$ cat src/rtl/xor_frame_accumulator_if.sv
// Stream bundle for xor_frame_accumulator.
//   in_valid/in_ready/in_data/in_last : word input stream
//   out_valid/out_ready               : frame result handshake
//   out_word/out_parity/out_count     : frame result payload
// slave  : the accumulator side
// master : the producer/consumer side (testbench or surrounding logic)
interface xor_frame_accumulator_if #(
   parameter int WIDTH = 8,
   parameter int CW    = 3
);
   logic             in_valid;
   logic             in_ready;
   logic [WIDTH-1:0] in_data;
   logic             in_last;
   logic             out_valid;
   logic             out_ready;
   logic [WIDTH-1:0] out_word;
   logic             out_parity;
   logic [CW-1:0]    out_count;

   modport slave (
      input  in_valid, in_data, in_last, out_ready,
      output in_ready, out_valid, out_word, out_parity, out_count
   );

   modport master (
      output in_valid, in_data, in_last, out_ready,
      input  in_ready, out_valid, out_word, out_parity, out_count
   );
endinterface

$ cat src/rtl/xor_frame_accumulator.sv
// XOR frame accumulator: folds up to FRAME_LEN words (or fewer, closed by
// in_last) into one XOR word plus its parity, and presents one result per
// frame on a valid/ready handshake.
// Ports:
//   clk       : clock, rising edge
//   rst_n     : synchronous active-low reset
//   bus       : stream bundle (slave modport), see xor_frame_accumulator_if
//   frame_cnt : frames emitted since reset, wraps modulo 2^CNT_W
//
// state | meaning
// ------+---------------------------------------------
// ACC   | collecting words, in_ready = 1
// HOLD  | result presented, waiting for out_ready
module xor_frame_accumulator #(
   parameter int WIDTH     = 8,
   parameter int FRAME_LEN = 4,
   parameter int CNT_W     = 16
) (
   input  logic                       clk,
   input  logic                       rst_n,
   xor_frame_accumulator_if.slave     bus,
   output logic [CNT_W-1:0]           frame_cnt
);
   localparam int CW = $clog2(FRAME_LEN + 1);

   typedef enum logic {ST_ACC = 1'b0, ST_HOLD = 1'b1} state_t;

   state_t           state_q, state_d;
   logic [WIDTH-1:0] acc_q, acc_d;
   logic [CW-1:0]    cnt_q, cnt_d;
   logic             out_valid_q, out_valid_d;
   logic [WIDTH-1:0] out_word_q, out_word_d;
   logic             out_parity_q, out_parity_d;
   logic [CW-1:0]    out_count_q, out_count_d;
   logic [CNT_W-1:0] frame_cnt_q, frame_cnt_d;

   logic [CW-1:0]    cnt_inc;
   logic [WIDTH-1:0] acc_nxt;

   always_ff @(posedge clk) begin
      if (!rst_n) begin
         state_q      <= ST_ACC;
         acc_q        <= '0;
         cnt_q        <= '0;
         out_valid_q  <= 1'b0;
         out_word_q   <= '0;
         out_parity_q <= 1'b0;
         out_count_q  <= '0;
         frame_cnt_q  <= '0;
      end else begin
         state_q      <= state_d;
         acc_q        <= acc_d;
         cnt_q        <= cnt_d;
         out_valid_q  <= out_valid_d;
         out_word_q   <= out_word_d;
         out_parity_q <= out_parity_d;
         out_count_q  <= out_count_d;
         frame_cnt_q  <= frame_cnt_d;
      end
   end

   always_comb begin
      state_d      = state_q;
      acc_d        = acc_q;
      cnt_d        = cnt_q;
      out_valid_d  = out_valid_q;
      out_word_d   = out_word_q;
      out_parity_d = out_parity_q;
      out_count_d  = out_count_q;
      frame_cnt_d  = frame_cnt_q;
      cnt_inc      = cnt_q + CW'(1);
      acc_nxt      = acc_q ^ bus.in_data;

      case (state_q)
         ST_ACC: begin
            // in_ready is 1 here, so in_valid alone marks a transfer
            if (bus.in_valid) begin
               if (cnt_inc == CW'(FRAME_LEN) || bus.in_last) begin
                  out_word_d   = acc_nxt;
                  out_parity_d = ^acc_nxt;
                  out_count_d  = cnt_inc;
                  out_valid_d  = 1'b1;
                  state_d      = ST_HOLD;
                  acc_d        = '0;
                  cnt_d        = '0;
               end else begin
                  acc_d = acc_nxt;
                  cnt_d = cnt_inc;
               end
            end
         end
         ST_HOLD: begin
            if (bus.out_ready) begin
               out_valid_d = 1'b0;
               frame_cnt_d = frame_cnt_q + CNT_W'(1);
               state_d     = ST_ACC;
            end
         end
      endcase
   end

   assign bus.in_ready   = (state_q == ST_ACC);
   assign bus.out_valid  = out_valid_q;
   assign bus.out_word   = out_word_q;
   assign bus.out_parity = out_parity_q;
   assign bus.out_count  = out_count_q;
   assign frame_cnt      = frame_cnt_q;
endmodule

$ cat src/flat_wrapper.sv
// flat-port wrapper written by rule: the top's interface ports become plain ports
module xor_frame_accumulator_flat 
#(
   parameter int WIDTH     = 8,
   parameter int FRAME_LEN = 4,
   parameter int CNT_W     = 16
)
  (clk, rst_n, frame_cnt, bus_in_valid, bus_in_data, bus_in_last, bus_out_ready, bus_in_ready, bus_out_valid, bus_out_word, bus_out_parity, bus_out_count);
  xor_frame_accumulator_if #(.WIDTH(WIDTH), .CW(3)) bus_i ();
  input  logic clk;
  input  logic rst_n;
  output logic [CNT_W-1:0] frame_cnt;
  input wire logic [$bits(bus_i.in_valid)-1:0] bus_in_valid;
  input wire logic [$bits(bus_i.in_data)-1:0] bus_in_data;
  input wire logic [$bits(bus_i.in_last)-1:0] bus_in_last;
  input wire logic [$bits(bus_i.out_ready)-1:0] bus_out_ready;
  output wire logic [$bits(bus_i.in_ready)-1:0] bus_in_ready;
  output wire logic [$bits(bus_i.out_valid)-1:0] bus_out_valid;
  output wire logic [$bits(bus_i.out_word)-1:0] bus_out_word;
  output wire logic [$bits(bus_i.out_parity)-1:0] bus_out_parity;
  output wire logic [$bits(bus_i.out_count)-1:0] bus_out_count;
  assign bus_i.in_valid = bus_in_valid;
  assign bus_i.in_data = bus_in_data;
  assign bus_i.in_last = bus_in_last;
  assign bus_i.out_ready = bus_out_ready;
  assign bus_in_ready = bus_i.in_ready;
  assign bus_out_valid = bus_i.out_valid;
  assign bus_out_word = bus_i.out_word;
  assign bus_out_parity = bus_i.out_parity;
  assign bus_out_count = bus_i.out_count;
  xor_frame_accumulator #(.WIDTH(WIDTH), .FRAME_LEN(FRAME_LEN), .CNT_W(CNT_W)) u_core (.clk(clk), .rst_n(rst_n), .bus(bus_i), .frame_cnt(frame_cnt));
endmodule
$ cat config.mk
export PLATFORM = sky130hd
export DESIGN_NAME = xor_frame_accumulator_flat
export DESIGN_NICKNAME = d
export VERILOG_FILES = /design/src/rtl/xor_frame_accumulator_if.sv /design/src/rtl/xor_frame_accumulator.sv /design/src/flat_wrapper.sv
export SDC_FILE = /design/constraint.sdc
export NUM_CORES = 1
export LEC_CHECK = 0
export CAP_MARGIN = 20
export CORE_ASPECT_RATIO = 0.8
export CORE_UTILIZATION = 52
export CTS_CLUSTER_SIZE = 25
export DETAILED_ROUTE_END_ITERATION = 10
export MAX_ROUTING_LAYER = met4
export PLACE_DENSITY_LB_ADDON = 0.05
export SLEW_MARGIN = 20
export SYNTH_ARGS = -nofsm -noshare
export SYNTH_HDL_FRONTEND = slang
export SYNTH_SLANG_ARGS = --single-unit
$ cat constraint.sdc
create_clock -name clk -period 4.8 [get_ports clk]
set_input_delay 0.48 -clock clk [delete_from_list [all_inputs] [get_ports clk]]
set_output_delay 0.48 -clock clk [all_outputs]
set_load 0.05 [all_outputs]
==> flow_metrics.tcl, run 1 <==
set metrics [dict create \
    synth-seq-area-share 0.455 \
    wire_per_inst_um 14.2 \
    synth-simple-area-share 0.209 \
    die_w_um 67.9 \
    netlist_area_sq_um 1810 \
    slowest_delay_ps 670 \
    place_ws_ps 1710 \
    syn_to_final_growth_pct 29.1 \
    port_buffers 42 \
    r2r_cells 5 \
    grt_max_degree 32 \
    fillers 237 \
    status "complete, no violations" \
    crit_cells 6 \
    crit_start "bus_in_valid" \
    synth-xor-area-share 0.189 \
    firstDrtPassIters 4 \
    clockRootBuffer "clkbuf_8" \
    dieArea_sq_um 3710 \
    min_period_ps 2830 \
    antenna_cells 0 \
    peakVddDrop_mv 0.221 \
    via_count 1421 \
    max-cap-violations 0 \
    period_share 0.590 \
    core_area_sq_um 3200 \
    maxSlewHeadroom 0.366 \
    yosys_warnings 0 \
    setup_viol_count_final 0 \
    seq_area_sq_um 821 \
    path_clk_slew_ps 70 \
    wl_um 3840 \
    die_h_um 54.7 \
    clock_sinks 41 \
    yosysTopAreaCellShare 0.455 \
    worst_r2r_endpoint "u_core.acc_q[6]" \
    cp_top_family "simple AND/OR/NAND/NOR gates" \
    synthCells 189 \
    overflow 0 \
    layout_common_cells "clkdlybuf4s50_1 (42), dfxtp_1 (41), nand2_1 (27), xnor2_1 (26)" \
    num_rows 18 \
    drc 0 \
    drtIter0Drc 95 \
    path_class "input pin to flip-flop" \
    p_leak_nw 0.956 \
    syn_avg_cell_area_sq_um 9.55 \
    ctsResizeCount 0 \
    finalWorstSetupSlack_ps 1970 \
    synth_fa_ha_area_frac 0.0208 \
    viasPerCell 5.26 \
    timing.fmax_mhz 353 \
    cts_tree "done" \
    synth_top_cell_by_area "dfxtp_1" \
    ys_top_cells_by_area "dfxtp_1 (45%), xnor2_1 (13%), xor2_1 (6.3%)" \
    synth_compound_area_frac 0.0859 \
    critPathRequiredTime_ps 4960 \
    rrSetupSlack_ps 2290 \
    grt_first_pass_wirelength_um 5930 \
    synth.distinct_cells 25 \
    postCtsSetupRepairBufs 0 \
    drv_slew 0 \
    drive_above_1_share 0.0435 \
    start_kind "input pin" \
    timing.critical_path.to_type "flip-flop" \
    clock_skew_ps 6.19 \
    grt_util_all_layers 0.234 \
    path_max_fanout 19 \
    r2r-start "u_core.state_q" \
    finalInstanceArea_sq_um 2330 \
    clock_latency_ps 290 \
    dp_hpwl_um 2720 \
    final_common_cell "clkdlybuf4s50_1" \
    num-nets-final 246 \
    cts_hold_buf 0 \
    gp_congestion 0.846 \
    syn_nets 205 \
    cts_max_path_buffers 2 \
    antenna_found_initial 0 \
    hold_viol 0 \
    crit_end "u_core.acc_q[6]" \
    p_per_area_nw_per_um2 311 \
    grt_pass1_vias 1300 \
    path_cells "clkdlybuf4s50_1, nor2b_1, nor2b_1, buf_4, nand2b_1, nor2_1" \
    ant_nets 0 \
    hold_depth 1 \
    critPathBufInv 2 \
    initial_core_util 0.565 \
    multi_input_area_sq_um 942 \
    ys_ff_latch 41 \
    cts_max_level 2 \
    cts_buffers 5 \
    rsz0062_at_grt "no" \
    synth_top_family_by_area "simple AND/OR/NAND/NOR gates" \
    cp_slowest_cell "nor2b_1" \
    worst_pin_slew_ps 948 \
    finalSetupTns_ps 0 \
    critPathArrivalTime_ps 2990 \
    muxShareOfSynthArea 0.0166 \
    placed_area_sq_um 2240 \
    io_pins 43 \
    critPathMostFrequentCell "nor2b_1" \
    hp-class "flip-flop to flip-flop" \
]
==> power by group <==
part           leakage [nW]  switching, mW  internal (mW)  total [mW]
clock                0.0443          0.109          0.114       0.223
sequential            0.334         0.0114          0.355       0.366
combinational         0.577         0.0778         0.0590       0.137
==> kinds of logic (layout without fill, tap and decap cells) <==
logic type / after synthesis / count (layout)
multiplexers: 3 / 3
AO/OA/AOI/OAI: 19 / 19
flip-flops: 41 / 41
XOR/XNOR: 39 / 39
AND/OR/NAND/NOR: 74 / 74
buffers and inverters: 10 / 51
adder cells (fa/ha/maj): 3 / 3
==> Yosys cell counts, drive strengths merged <==
cell	number
and3	2
a21boi	1
nand2b	1
o21a	5
xnor2	26
a21oi	3
o211a	9
and2	12
xor2	13
nand3	4
ha	3
mux2i	3
nand4	4
nor3	2
clkbuf	4
nor2	13
o21ai	1
nor2b	7
dfxtp	41
nand2	27
and4	2
inv	1
buf	5
==> state kept, by name, summed over array words and instances, names as in the netlist <==
signal                 flops
u_core.frame_cnt          16
u_core.acc_q               8
u_core.bus.out_word        8
u_core.bus.out_count       3
u_core.cnt_q               3
u_core.bus.out_parity      1
u_core.bus.out_valid       1
u_core.state_q             1
==> worst min-delay path by stage <==
| stage | from | to | slack (ps) |
|---|---|---|---|
| final | u_core.bus.out_word[5] | u_core.bus.out_word[5] | 500 |
| after floorplan | u_core.cnt_q[1] | u_core.cnt_q[1] | 490 |
| after CTS | u_core.bus.out_word[5] | u_core.bus.out_word[5] | 510 |
| after detailed placement | u_core.bus.out_word[5] | u_core.bus.out_word[5] | 490 |
| after global placement | u_core.bus.out_word[6] | u_core.bus.out_word[6] | 490 |
| after global routing | u_core.bus.out_word[7] | u_core.bus.out_word[7] | 530 |
==> routing by layer <==
metal  track usage  vias to the layer above  wire, um
li1              -                      698         -
met1         0.283                      681      1850
met2         0.373                       36      1770
met3        0.0625                        6       171
met4        0.0903                        0        46
met5             -                        -         0
==> cell type report <==
cell class                      instances  area share
Multi-Input combinational cell        138       0.404
Sequential cell                        41       0.352
Timing Repair Buffer                   43       0.184
Clock buffer                            7      0.0370
Tap cell                               40      0.0215
Inverter                                1     0.00161
==> metrics by stage <==
| stage | hold WS, ps | util | cells | power, mW |
|---|---|---|---|---|
| 2_1_floorplan | 491 | - | 189 | 0.467 |
| 3_3_place_gp | 485 | 0.702 | 263 | 0.504 |
| 3_5_place_dp | 489 | 0.702 | 263 | 0.508 |
| 4_1_cts | 506 | 0.729 | 270 | 0.729 |
| 5_1_grt | 530 | 0.729 | 270 | 0.754 |
| 6_report | 500 | 0.729 | 270 | 0.726 |
(Power assumes the default switching activity.)
==> run 2, diff against run 1 <==
Settings changed: CORE_UTILIZATION 52 to 44.
Clock period 4.8 ns to 2.35 ns, I/O delays scaled along.
==> flow_metrics.tcl, run 2 (synthesis gave the netlist of run 1 again) <==
set metrics [dict create \
    overflow 0 \
    finalSetupTns_ps 0 \
    slowest_delay_ps 850 \
    dp.cells 281 \
    firstDrtPassIters 4 \
    maxSlewHeadroom 0.659 \
    min_period_ps 1810 \
    placed_area_sq_um 2290 \
    status "complete, no violations" \
    postCtsSetupRepairBufs 0 \
    crit_end "frame_cnt[10]" \
    rrSetupSlack_ps 600 \
    multi_input_area_sq_um 942 \
    finalInstanceArea_sq_um 2370 \
    p_per_area_nw_per_um2 622 \
    cts_max_path_buffers 2 \
    die_h_um 59.3 \
    timing.fmax_mhz 552 \
    antenna_cells 0 \
    final_util 0.616 \
    fillers 354 \
    power_switching_mw 0.394 \
    path_cells "clkdlybuf4s50_1" \
    setup_viol_count_final 0 \
    crit_start "u_core.frame_cnt[10]" \
    critPathBufInv 1 \
    clock_power_share 0.307 \
    cp_top_family "buffers and inverters" \
    initial_core_util 0.469 \
    timing.critical_path.to_type "output port" \
    worst_r2r_endpoint "u_core.acc_q[4]" \
    grt_pass1_vias 1424 \
    rsz0062_at_grt "no" \
    via_count 1379 \
    clock_latency_ps 280 \
    clock_sinks 41 \
    critPathRequiredTime_ps 2120 \
    seq_power_share 0.506 \
    r2r_cells 6 \
    dp_hpwl_um 2550 \
    core_area_sq_um 3850 \
    power_mw 1.48 \
    final_common_cell "clkdlybuf4s50_1" \
    num_rows 20 \
    worst_pin_slew_ps 510 \
    gp_congestion 0.764 \
    switching_share 0.267 \
    ant_nets 0 \
    num-nets-final 249 \
    wire_per_inst_um 12.1 \
    power.internal_mw 1.08 \
    hp-class "flip-flop to flip-flop" \
    path_clk_slew_ps 70 \
    syn_to_final_growth_pct 31.4 \
    viasPerCell 4.79 \
    r2r-start "u_core.cnt_q[0]" \
    cts_buffers 5 \
    cp_slowest_cell "clkdlybuf4s50_1" \
    grt_first_pass_wirelength_um 6110 \
    timing.hold.ws_ps 504 \
    finalNonFillerCells 288 \
    largest_reg_flops 16 \
    antenna_found_initial 0 \
    grt_max_degree 19 \
    p_comb_frac 0.187 \
    finalWorstSetupSlack_ps 539 \
    layout_common_cells "clkdlybuf4s50_1 (42), dfxtp_1 (41), nand2_1 (27), xnor2_1 (26)" \
    period_share 0.771 \
    drive_above_1_share 0.0558 \
    cts_max_level 2 \
    critPathArrivalTime_ps 1580 \
    crit_cells 1 \
    io_pins 43 \
    grt_util_all_layers 0.188 \
    clockRootBuffer "clkbuf_8" \
    die_w_um 73.6 \
    p_leak_nw 0.970 \
    wl_um 3480 \
    dieArea_sq_um 4370 \
    cts_tree "done" \
    hold_viol 0 \
    peakVddDrop_mv 0.471 \
    place_ws_ps 448 \
    max-cap-violations 0 \
    port_buffers 42 \
    cts_hold_buf 0 \
    path_class "flip-flop to output port" \
    start_kind "flip-flop" \
    path_max_fanout 5 \
    drc 0 \
    drtIter0Drc 33 \
    ctsResizeCount 0 \
    clock_skew_ps 6.17 \
    seq_area_sq_um 821 \
    drv_slew 0 \
]
run 2: cell type report:
class,count,share of cell area
Inverter,1,0.00158
Clock buffer,7,0.0364
Timing Repair Buffer,46,0.190
Tap cell,55,0.0290
Sequential cell,41,0.346
Multi-Input combinational cell,138,0.397
run 2: worst min path at each step:
stage | from | endpoint | slack [ps] | depth (start not counted)
global placement | u_core.bus.out_word[3] | u_core.bus.out_word[3] | 490 | 1
global route | u_core.bus.out_word[7] | u_core.bus.out_word[7] | 530 | 1
CTS | u_core.bus.out_word[7] | u_core.bus.out_word[7] | 510 | 1
floorplan | rst_n | u_core.cnt_q[1] | 390 | 2
detailed placement | u_core.bus.out_word[0] | u_core.bus.out_word[0] | 490 | 1
finish | u_core.bus.out_word[1] | u_core.bus.out_word[1] | 500 | 1
run 2: metal layers:
metal / vias to the layer above / track usage / wire, um
li1: 703 / - / -
met5: - / - / 0
met3: 2 / 0.0425 / 146
met1: 647 / 0.233 / 1670
met4: 0 / 0.0495 / 15
met2: 27 / 0.312 / 1650
run 2: power groups by stage:
stage                     combinational, mW  sequential [mW]  clock [mW]
after CTS                             0.279            0.747       0.469
after floorplan                       0.138            0.816           0
after detailed placement              0.277            0.763           0
after global routing                  0.298            0.750       0.497
after global placement                0.270            0.761           0
final                                 0.276            0.747       0.453
==> run 3, diff against run 2 <==
Clock period 2.35 ns to 1.64 ns, I/O delays scaled along.
==> flow_metrics.tcl, run 3 (synthesis gave the netlist of run 1 again) <==
set metrics [dict create \
    period_share 0.937 \
    r2r_cells 7 \
    hp-class "flip-flop to flip-flop" \
    cp_top_family "simple AND/OR/NAND/NOR gates" \
    power_switching_mw 0.596 \
    clock_latency_ps 290 \
    wl_um 3850 \
    p_per_area_nw_per_um2 894 \
    max-cap-violations 0 \
    via_count 1419 \
    viasPerCell 4.75 \
    grtUsageMet3 0.0714 \
    holdPathEnd "u_core.frame_cnt[1]" \
    num-nets-final 259 \
    path_clk_slew_ps 80 \
    status "complete, no violations" \
    worst_r2r_endpoint "u_core.cnt_q[1]" \
    cts_max_path_buffers 2 \
    clockRootBuffer "clkbuf_8" \
    grt_pass1_vias 1334 \
    slowest_delay_ps 360 \
    drc 0 \
    power.internal_mw 1.61 \
    grt_first_pass_wirelength_um 6090 \
    layout_common_cells "buf_4 (36), dfxtp_1 (32), nand2_1 (27), xnor2_1 (26), nor2_1 (13)" \
    seq_power_share 0.485 \
    path_class "flip-flop to flip-flop" \
    dieArea_sq_um 4370 \
    gp_congestion 0.743 \
    hold_start "u_core.frame_cnt[1]" \
    cp_slowest_cell "dfxtp_2" \
    fillers 332 \
    grt_max_degree 13 \
    clock_skew_ps 5.70 \
    final_util 0.642 \
    ant_nets 0 \
    critPathArrivalTime_ps 1720 \
    min_period_ps 1540 \
    cts_buffers 5 \
    cts_tree "done" \
    critPathBufInv 1 \
    worst_pin_slew_ps 508 \
    p_comb_frac 0.190 \
    setup_viol_count_final 0 \
    wire_per_inst_um 12.9 \
    multi_input_area_sq_um 972 \
    cts_max_level 2 \
    p_leak_nw 1.16 \
    die_h_um 59.3 \
    finalWorstSetupSlack_ps 104 \
    start_kind "flip-flop" \
    final_common_cell "buf_4" \
    rsz0062_at_grt "no" \
    core_area_sq_um 3850 \
    firstDrtPassIters 4 \
    syn_to_final_growth_pct 36.9 \
    antenna_cells 0 \
    clock_power_share 0.325 \
    grt_util_all_layers 0.194 \
    overflow 0 \
    largest_reg_flops 16 \
    finalSetupTns_ps 0 \
    peakVddDrop_mv 0.625 \
    die_w_um 73.6 \
    r2r-start "u_core.cnt_q[0]" \
    dp_hpwl_um 2870 \
    drive_above_1_share 0.262 \
    drv_slew 0 \
    path_max_fanout 11 \
    rrSetupSlack_ps 100 \
    clock_sinks 41 \
    critPathRequiredTime_ps 1820 \
    grt-busiest-layer "met2" \
    timing.fmax_mhz 651 \
    path_cells "ha_4, xor2_2, a21oi_1, nor2b_2, nand2b_4, buf_12, nor2_1" \
    drtIter0Drc 48 \
    seq_area_sq_um 832 \
    num_rows 20 \
    port_buffers 42 \
    antenna_found_initial 0 \
    hold_viol 0 \
    timing.critical_path.to_type "flip-flop" \
    place_ws_ps -70.2 \
    power_mw 2.21 \
    use_met2 0.308 \
    use_met1 0.230 \
    io_pins 43 \
    initial_core_util 0.469 \
    switching_share 0.270 \
    maxSlewHeadroom 0.661 \
    hold_depth 2 \
]
[run 3: cell types whose count changed in the layout (fill, tap and decap cells not counted), moves of 3 or more]
cell	previous run	this run
dfxtp_2	0	9
buf_4	4	36
clkdlybuf4s50_1	42	12
dfxtp_1	41	32
buf_6	0	3
dlymetal6s2s_1	0	4
[run 3: area by class of cell]
| class | instances | share of cell area |
|---|---|---|
| clock buffer | 7 | 0.0390 |
| inverter | 1 | 0.00152 |
| tap | 55 | 0.0278 |
| sequential | 41 | 0.337 |
| timing repair buffer | 56 | 0.200 |
| clock inverter | 1 | 0.00202 |
| multi-input combinational | 138 | 0.393 |
[run 3: tightest hold or removal path, cell delays in order (launching register included)]
cell,delay [ps]
dfxtp_2,350
nand2_1,50
a21boi_0,70
[run 3: metrics by stage]
step	instance area, sq um	hold WS [ps]	std cells
floorplan	1810	315	189
global placement	2310	472	290
detailed placement	2310	488	290
CTS	2410	501	298
global route	2470	526	299
finish	2470	501	299
[run 3: timing repair]
item / in CTS / in global routing
setup buffers: 0 / 1
gates resized for setup: 1 / 13
endpoints found under the setup margin: 21 / 27
hold buffers: 0 / 0
[run 3: how the worst max path moves through the flow]
stage	from	endpoint	cells past startpoint
final	u_core.cnt_q[0]	u_core.cnt_q[1]	7
after global routing	u_core.cnt_q[0]	u_core.bus.out_count[1]	7
after CTS	u_core.bus.out_count[0]	bus_out_count[0]	1
after detailed placement	bus_out_ready	u_core.frame_cnt[12]	6
after global placement	bus_out_ready	u_core.frame_cnt[12]	6
after floorplan	u_core.frame_cnt[3]	u_core.frame_cnt[15]	5
[run 3: power groups by stage]
stage | registers, mW | clock network [mW] | logic [mW]
finish | 1.07 | 0.718 | 0.420
global route | 1.08 | 0.790 | 0.450
CTS | 1.07 | 0.738 | 0.416
detailed placement | 1.09 | 0 | 0.413
global placement | 1.09 | 0 | 0.404
floorplan | 1.17 | 0 | 0.198
[run 3: routing by layer]
layer	part of all wire	wire, um
met4	0.010	40
met1	0.47	1800
met5	0	0
met3	0.063	244
met2	0.46	1770
==> variant: new RTL, flow settings as in run 2 <==
Register the output `frame_cnt` once more, without a reset; this adds one clock of latency there. The other outputs are not delayed to match.
--- a/src/rtl/xor_frame_accumulator.sv
+++ b/src/rtl/xor_frame_accumulator.sv
@@ -106,3 +106,5 @@
    assign bus.out_count  = out_count_q;
-   assign frame_cnt      = frame_cnt_q;
+   always_ff @(posedge clk) begin
+      frame_cnt <= frame_cnt_q;
+   end
 endmodule
Formal check against the unedited RTL: not equivalent (a bounded check fails within 4 cycles, from zero or initial values and one cycle with rst_n low).
==> variant against run 2 <==
- design area grew 18%
- power up 42%
- count of clock-buffer cells in the layout rose by 4
- worst setup slack got worse by 0.031 ns
- sequential cell count rose by 16
- largest cell class is now registers
- routed wire length is 6.4% higher
- combinational power is 2% higher
- area after synthesis grew 18%
- sequential power up 37%
- core utilization fell by 1.1 points
==> variant: results <==
group,metric,value,unit
cells_and_area,layout-drive-gt1-share,0.0846,
cells_and_area,top_regs,"u_core.frame_cnt (16), u_core.frame_cnt_q (16)",
placed_design,post-place-cells,304,
global_route,grt_use_total,0.170,
placed_design,numPortBuffers,42,
setup_path,cp.arrival,2.04,ns
status,status,"finished clean",
clock_network,post_cts_resized,0,
global_route,antenna_found_initial,0,
global_route,grt_max_degree,21,
global_route,grt_pass1_vias,1275,
timing,worst_pin_slew,0.503,ns
timing,worst_clock_skew,0.00577,ns
placed_design,dpl_cell_area,0.00261,mm²
power,ir_worst_vdd,417,µV
clock_network,clk_latency,0.32,ns
logic_synthesis,syn-instance-count,206,
cells_and_area,fin_cells,320,
clock_network,numCtsBuffers,9,
clock_network,cts.htree.levels,3,
clock_network,clk_pin_slew,0.07,ns
setup_path,crit_start,"u_core.cnt_q[0]",
drt,drt-total-wl,3710,µm
drt,vias,1442,
clock_network,post_cts_buffers,0,
cells_and_area,nets,271,
drt,drt_iter0_drc,62,
hold_path,hp-class,"register to register",
hold_path,min_from,"u_core.frame_cnt_q[15]",
logic_synthesis,synth_flop_cell,"dfxtp_1",
logic_synthesis,ys_seq_area_frac,0.536,
placed_design,dp_hpwl,2550,µm
logic_synthesis,synth.lib_cells_used.distinct,24,
clock_network,clockBufferDepth,2,
logic_synthesis,synth_fp_nets,222,
cells_and_area,n_fill_cell,420,
logic_synthesis,yosysWarnings,0,
placed_design,gp_congestion,0.738,
global_route,grt_overflow_total,0,
setup_path,crit_type,"register to register",
cells_and_area,fin_util,0.604,
clock_network,root_buffer,"clkbuf_8",
cells_and_area,antennaDiodeCount,0,
logic_synthesis,synth_commonest_cells,"57 x dfxtp_1, 27 x xnor2_1, 22 x nand2_1, 14 x and2_1, 14 x xor2_1",
logic_synthesis,synth_area_leaders,"dfxtp_1 54%, xnor2_1 11%, xor2_1 5.8%, and2_1 4.1%, nand2_1 3.9%",
power,p_leak,1.16,nW
drt,drtPass1Iterations,4,
setup_path,cp_max_fo,11,
logic_synthesis,async_flop_share,0,
global_route,grt_pass1_wl,6220,µm
## variant: layout make-up
type | instances | share of cell area
multi-input cells | 137 | 0.332
clock inverters | 5 | 0.0107
inverters | 3 | 0.00403
clock buffers | 11 | 0.0542
well taps | 60 | 0.0269
flip-flops and latches | 57 | 0.408
repair buffers | 47 | 0.164
## variant: metrics by stage
stage	hold slack [ns]	worst slack, ns
after floorplan	0.350	0.834
after global placement	0.358	0.515
after detailed placement	0.359	0.463
after CTS	0.368	0.480
after global routing	0.377	0.273
final	0.368	0.508
## variant: worst max-delay path, cell delays in order, from the launching register on
cell,delay [ns]
dfxtp_1,0.40
ha_1,0.21
xor2_1,0.21
a21oi_1,0.12
nor2b_1,0.15
buf_4,0.16
nand2b_1,0.37
nor2_1,0.10
## variant: logic make-up after synthesis
kind of cell | synth area share
simple gates | 0.177
flops | 0.536
xor+xnor | 0.169
compound gates | 0.0541
buf+inv | 0.0271
mux | 0.0188
fa+ha+maj | 0.0176
## variant: worst paths after layout
kind         slack, ns                   end  cells past startpoint
max               0.51       u_core.cnt_q[2]                      7
min               0.37  u_core.frame_cnt[15]                      0
max reg2reg       0.51       u_core.cnt_q[2]                      7
min reg2reg       0.37  u_core.frame_cnt[15]                      0
## variant: report_power, final
group | switching [W] | leakage [nW] | total (W) | internal (W)
registers | 0.0000215 | 0.463 | 0.00102 | 0.000998
logic | 0.000155 | 0.608 | 0.000281 | 0.000126
clock network | 0.000365 | 0.0911 | 0.000798 | 0.000433
total | 0.000541 | 1.16 | 0.00210 | 0.00156
## variant: layer usage
metal | track usage | vias to the layer above | share of wire
li1 | - | 764 | -
met1 | 0.238 | 632 | 0.57
met2 | 0.205 | 44 | 0.36
met3 | 0.0757 | 2 | 0.067
met4 | 0.0737 | 0 | 0.0038
met5 | - | - | 0
